$ cat config.mk
export PLATFORM = sky130hd
export DESIGN_NAME = control_unit
export DESIGN_NICKNAME = d
export VERILOG_FILES = /design/src/rtl/cpu_pkg.sv /design/src/rtl/microcode_rom.sv /design/src/rtl/control_unit.sv
export SDC_FILE = /design/constraint.sdc
export NUM_CORES = 1
export LEC_CHECK = 0
export CAP_MARGIN = 5
export CORE_MARGIN = 2
export CORE_UTILIZATION = 45
export DETAILED_ROUTE_END_ITERATION = 12
export PLACE_DENSITY = 0.81
export RECOVER_POWER = 100
export SLEW_MARGIN = 20
export SYNTH_ARGS = -nofsm -noshare
export SYNTH_HDL_FRONTEND = slang
export SYNTH_HIERARCHICAL = 1
export SYNTH_SLANG_ARGS = --single-unit
$ cat constraint.sdc
create_clock -name clk -period 2.6 [get_ports clk]
set_input_delay 0.52 -clock clk [delete_from_list [all_inputs] [get_ports clk]]
set_output_delay 0.52 -clock clk [all_outputs]
set_load 0.01 [all_outputs]
$ cat src/rtl/cpu_pkg.sv
// rtl/cpu_pkg.sv - shared opcode, microstep and control-word types for the SAP-1.5 control unit
package cpu_pkg;

  typedef enum logic [3:0] {
    OP_NOP = 4'h0,
    OP_LDA = 4'h1,
    OP_LDB = 4'h2,
    OP_ADD = 4'h3,
    OP_SUB = 4'h4,
    OP_STA = 4'h5,
    OP_LDI = 4'h6,
    OP_JMP = 4'h7,
    OP_JC  = 4'h8,
    OP_JZ  = 4'h9,
    OP_OUT = 4'hE,
    OP_HLT = 4'hF
  } opcode_t;

  typedef logic [2:0] step_t;

  localparam step_t T0 = 3'd0;
  localparam step_t T1 = 3'd1;
  localparam step_t T2 = 3'd2;
  localparam step_t T3 = 3'd3;
  localparam step_t T4 = 3'd4;

  typedef enum logic {
    ST_RUN,
    ST_HALTED
  } cu_state_t;

  // Declared MSB first so that pc_enable lands on bit 0.
  typedef struct packed {
    logic spare;
    logic load_o;
    logic load_flags;
    logic oe_alu;
    logic alu_sub;
    logic load_b;
    logic oe_a;
    logic load_a;
    logic oe_ir;
    logic load_ir;
    logic load_ram;
    logic oe_ram;
    logic load_mar;
    logic oe_pc;
    logic load_pc;
    logic pc_enable;
  } control_word_t;

  // Final T-state of each instruction; the step counter wraps to T0 after it.
  function automatic step_t last_step(input logic [3:0] op);
    case (op)
      OP_LDA, OP_LDB, OP_STA: last_step = T3;
      OP_ADD, OP_SUB:         last_step = T4;
      default:                last_step = T2;
    endcase
  endfunction

endpackage

$ cat src/rtl/microcode_rom.sv
// rtl/microcode_rom.sv - combinational (step, opcode, flags) to control-word decode; JC/JZ gated by CU_COND_JUMP_EN
module microcode_rom
  import cpu_pkg::*;
(
  input  step_t         step,
  input  logic [3:0]    opcode,
  input  logic          flag_zero,
  input  logic          flag_carry,
  output control_word_t word
);

`ifndef CU_COND_JUMP_EN
  logic unused_flags;
  assign unused_flags = flag_zero ^ flag_carry;
`endif

  always_comb begin
    word = '0;
    case (step)
      T0: begin
        word.oe_pc    = 1'b1;
        word.load_mar = 1'b1;
      end
      T1: begin
        word.oe_ram    = 1'b1;
        word.load_ir   = 1'b1;
        word.pc_enable = 1'b1;
      end
      T2: begin
        case (opcode)
          OP_LDA, OP_LDB, OP_ADD, OP_SUB, OP_STA: begin
            word.oe_ir    = 1'b1;
            word.load_mar = 1'b1;
          end
          OP_LDI: begin
            word.oe_ir  = 1'b1;
            word.load_a = 1'b1;
          end
          OP_JMP: begin
            word.oe_ir   = 1'b1;
            word.load_pc = 1'b1;
          end
`ifdef CU_COND_JUMP_EN
          // An untaken jump leaves the bus undriven as well.
          OP_JC: begin
            word.oe_ir   = flag_carry;
            word.load_pc = flag_carry;
          end
          OP_JZ: begin
            word.oe_ir   = flag_zero;
            word.load_pc = flag_zero;
          end
`endif
          OP_OUT: begin
            word.oe_a   = 1'b1;
            word.load_o = 1'b1;
          end
          default: ;
        endcase
      end
      T3: begin
        case (opcode)
          OP_LDA: begin
            word.oe_ram = 1'b1;
            word.load_a = 1'b1;
          end
          OP_LDB, OP_ADD, OP_SUB: begin
            word.oe_ram = 1'b1;
            word.load_b = 1'b1;
          end
          OP_STA: begin
            word.oe_a     = 1'b1;
            word.load_ram = 1'b1;
          end
          default: ;
        endcase
      end
      T4: begin
        if (opcode == OP_ADD || opcode == OP_SUB) begin
          word.oe_alu     = 1'b1;
          word.load_a     = 1'b1;
          word.load_flags = 1'b1;
          word.alu_sub    = (opcode == OP_SUB);
        end
      end
      default: ;
    endcase
  end

endmodule

$ cat src/rtl/control_unit.sv
// rtl/control_unit.sv - SAP-1.5 T-state sequencer and halt FSM; conditional jumps enabled by CU_COND_JUMP_EN
module control_unit
  import cpu_pkg::*;
(
  input  logic          clk,
  input  logic          reset,
  input  logic [3:0]    opcode,
  input  logic          flag_zero,
  input  logic          flag_carry,
  output control_word_t ctrl,
  output step_t         step,
  output logic          halt
);

  cu_state_t     state;
  control_word_t rom_word;

  microcode_rom u_rom (
    .step       (step),
    .opcode     (opcode),
    .flag_zero  (flag_zero),
    .flag_carry (flag_carry),
    .word       (rom_word)
  );

  // Opcode is stale during fetch; last_step never ends before T2, so T0/T1 always advance.
  always_ff @(posedge clk) begin
    if (reset) begin
      state <= ST_RUN;
      step  <= T0;
      halt  <= 1'b0;
    end else if (state == ST_RUN) begin
      if (step == T2 && opcode == OP_HLT) begin
        state <= ST_HALTED;
        halt  <= 1'b1;
      end else if (step == last_step(opcode)) begin
        step <= T0;
      end else begin
        step <= step + 3'd1;
      end
    end
  end

  assign ctrl = (reset || state == ST_HALTED) ? '0 : rom_word;

endmodule

==> results.sh <==
export IMPL_place_congestion=0.8306
export IMPL_grt_pass1_vias=858
export IMPL_dr_pass1_iters=4
export IMPL_ys_seq_area_share_pct=13.11
export IMPL_crit_path_cell_trace="dlygate4sd2_1, buf_4, nand2_1, buf_4, nor4_1, and2_1, clkdlybuf4s50_1"
export IMPL_clockPowerShare_pct=20.0
export IMPL_intPower_uw=273.4
export IMPL_setup_viol=0
export IMPL_layout_drive_gt1_share_pct=28.47
export IMPL_postRouteWirelength_um=2311
export IMPL_drv_cap=0
export IMPL_yosys_most_used_dff="dfxtp_1"
export IMPL_design_area_um2=1156
export IMPL_place_hpwl_um=1455
export IMPL_fin_util_pct=75.00
export IMPL_synth_area_um2=763.2
export IMPL_multi_input_area_um2=616.8
export IMPL_clkTransAtPathRegs_ns=0.04
export IMPL_crit_start="opcode[2]"
export IMPL_hold_slack_ns=0.4871
export IMPL_nets=155
export IMPL_synth_edf_count=0
export IMPL_r2r_slack_ns=0.80
export IMPL_min_path_type="flop to flop"
export IMPL_r2r_end="step[2]$_SDFFE_PP0P_"
export IMPL_end_kind="output pin"
export IMPL_clockBufferDepth=2
export IMPL_seq_area_um2=101.3
export IMPL_switching_share_pct=38.93
export IMPL_slowest_delay_ns=0.52
export IMPL_ir_drop_mv=0.3085
export IMPL_grt_start_max_net_pins=17
export IMPL_grt_overflow_total=0
export IMPL_seqPwrFrac_pct=24.1
export IMPL_pwr_density_cell_nw_per_um2=387.3
export IMPL_rr_startpoint="step[0]$_SDFFE_PP0P_"
export IMPL_stdcell_count=160
export IMPL_relSlewSlack_pct=68.20
export IMPL_cp_arrival_ns=2.06
export IMPL_area_growth_syn_to_layout_pct=51.48
export IMPL_fin_crit_ns=2.579
export IMPL_grt_pass1_wl_um=3470
export IMPL_ant_nets=0
export IMPL_ys_ff_latch=5
export IMPL_worst_hold_path_num_cells=1
export IMPL_tightest_slew_ns=0.4650
export IMPL_holdBufCountCts=0
export IMPL_start_kind="primary input"
export IMPL_cts_buffers=3
export IMPL_combPwrFrac_pct=55.9
export IMPL_max_freq_mhz=387.8
export IMPL_fin_crit_sh_pct=99.18
export IMPL_synth_area_leaders="and2_1 (14%), dfxtp_1 (13%), nor4bb_1 (5.2%), nor2_1 (4.4%), a2111oi_4 (3.6%)"
export IMPL_hp_start="halt$_SDFFE_PP0P_"
export IMPL_n_fill_cell=137
export IMPL_synthArstFlopShare_pct=0
export IMPL_cts_sinks=5
export IMPL_viasPerCell=5.700
export IMPL_yosysTopAreaCellShare_pct=13.93
export IMPL_maxSlewViolCount=0
export IMPL_tritoncts="built"
export IMPL_hold_violations=0
export IMPL_placementRows=14
export IMPL_dp_cells=150
export IMPL_syn_area_per_cell_um2=7.483
export IMPL_status="completed"
export IMPL_min_to="halt$_SDFFE_PP0P_"
export IMPL_synth_distinct_cells=41
export IMPL_drtIter0Drc=20
export IMPL_synthCells=102
export IMPL_slowest_stage="clkdlybuf4s50_1"
export IMPL_synth_warnings=6
export IMPL_antennaDiodeCount=0
export IMPL_core_um2=1541
export IMPL_switchingPower_uw=174.3
export IMPL_root_buffer="clkbuf_4"
export IMPL_tns_ns=0
export IMPL_wl_per_cell_um=14.44
export IMPL_finClkSkew_ns=0.005359
export IMPL_die_x_um=45.19
export IMPL_yosys_area_top_type="and2_1"
export IMPL_placed_area_um2=1101
export IMPL_h_tree_depth=1
export IMPL_path_buf_inv=4
export IMPL_num_vias=912
export IMPL_cp_required_ns=2.08
export IMPL_clk_latency_ns=0.24
export IMPL_die_area_um2=2042
export IMPL_start_util_pct=49.51
export IMPL_antenna_found_initial=0
export IMPL_io_pins=28
export IMPL_critPathTopFamily="buffers and inverters"
export IMPL_gr_usage_all_layers_pct=22.72
export IMPL_leakage_uw=0.0005058
export IMPL_path_max_fanout=8
export IMPL_die_h_um=45.19
export IMPL_crit_type="primary input to output pin"
export IMPL_synth_nets=112
export IMPL_port_buffers=24
export IMPL_cp_common_cell="buf_4"
export IMPL_drc=0
export IMPL_reg2reg_depth=5
[kinds of logic (layout without fill, tap and decap cells)]
kind of cell | after synthesis | after routing | share of synthesized area, %
other | 1 | 1 | 0.4913
DFF | 5 | 5 | 13.12
buffers and inverters | 12 | 54 | 7.539
AOI/OAI and AO/OA | 18 | 18 | 22.13
adders and majority gates | 2 | 2 | 3.278
and+or+nand+nor | 64 | 64 | 53.44
[how the worst max path moves through the flow]
stage,end,slack (ns),depth (start not counted)
2_1_floorplan,ctrl[13],0.48,4
3_3_place_gp,ctrl[8],-0.40,6
3_5_place_dp,ctrl[8],-0.43,6
4_1_cts,ctrl[4],0.003,8
5_1_grt,ctrl[14],-0.12,7
6_report,ctrl[14],0.02,7
[sequential cells by signal (all words and copies together) (netlist names)]
| signal | flops |
|---|---|
| halt | 1 |
| state | 1 |
| step | 3 |
[cell type report]
type / count / share of cell area (%)
timing repair buffer: 46 / 32.58
inverter: 4 / 1.299
tap: 16 / 1.732
clock buffer: 4 / 2.273
sequential: 5 / 8.766
multi-input combinational: 85 / 53.35
[Yosys cell counts (all sizes together), types with 2 or more instances]
library cell and instances:
a2111oi 2, a31oi 2, and2 17, buf 4, clkbuf 4, dfxtp 5
ha 2, inv 4, nand2 7, nand2b 4, nor2 9, nor2b 3
nor3 4, nor4 3, nor4bb 4, o21ai 4, or3 2, or3b 3
[power by group through the flow]
stage                     clock network [µW]  logic (µW)  registers, µW
after CTS                               93.5         262            106
after global placement                     0         250            104
after global routing                    95.2         274            109
after detailed placement                   0         255            105
after floorplan                            0         147            107
final                                   89.5         250            108
[layer usage]
layer	vias up	routed length, µm	GRT usage, %
li1	449	-	-
met1	429	984	23.91
met2	32	1194	42.86
met3	2	107	3.600
met4	0	25	11.18
met5	-	0	0
[stage by stage]
step / total power, µW / setup WS [ns]
after global placement: 354.3 / -0.3967
final: 447.7 / 0.02120
after global routing: 478.4 / -0.1196
after CTS: 461.4 / 0.002598
after floorplan: 254.0 / 0.4808
after detailed placement: 360.6 / -0.4319
[placed cells by master (no fill, tap or decap), types with 4 or more instances in the layout]
master and count:
and2_0 5, dlygate4sd2_1 8, and2_1 12, nand2_1 7
nand2b_1 4, nor2_1 9, dfxtp_1 4, clkdlybuf4s50_1 5
buf_4 18, dlygate4sd3_1 5, inv_1 4
[what timing repair did]
item                       CTS  global route
resized for setup           25            12
pin swaps                    4             0
buffers inserted             6             0
setup endpoints to repair   12             4
No activity file was read; power rests on OpenSTA's default activity.
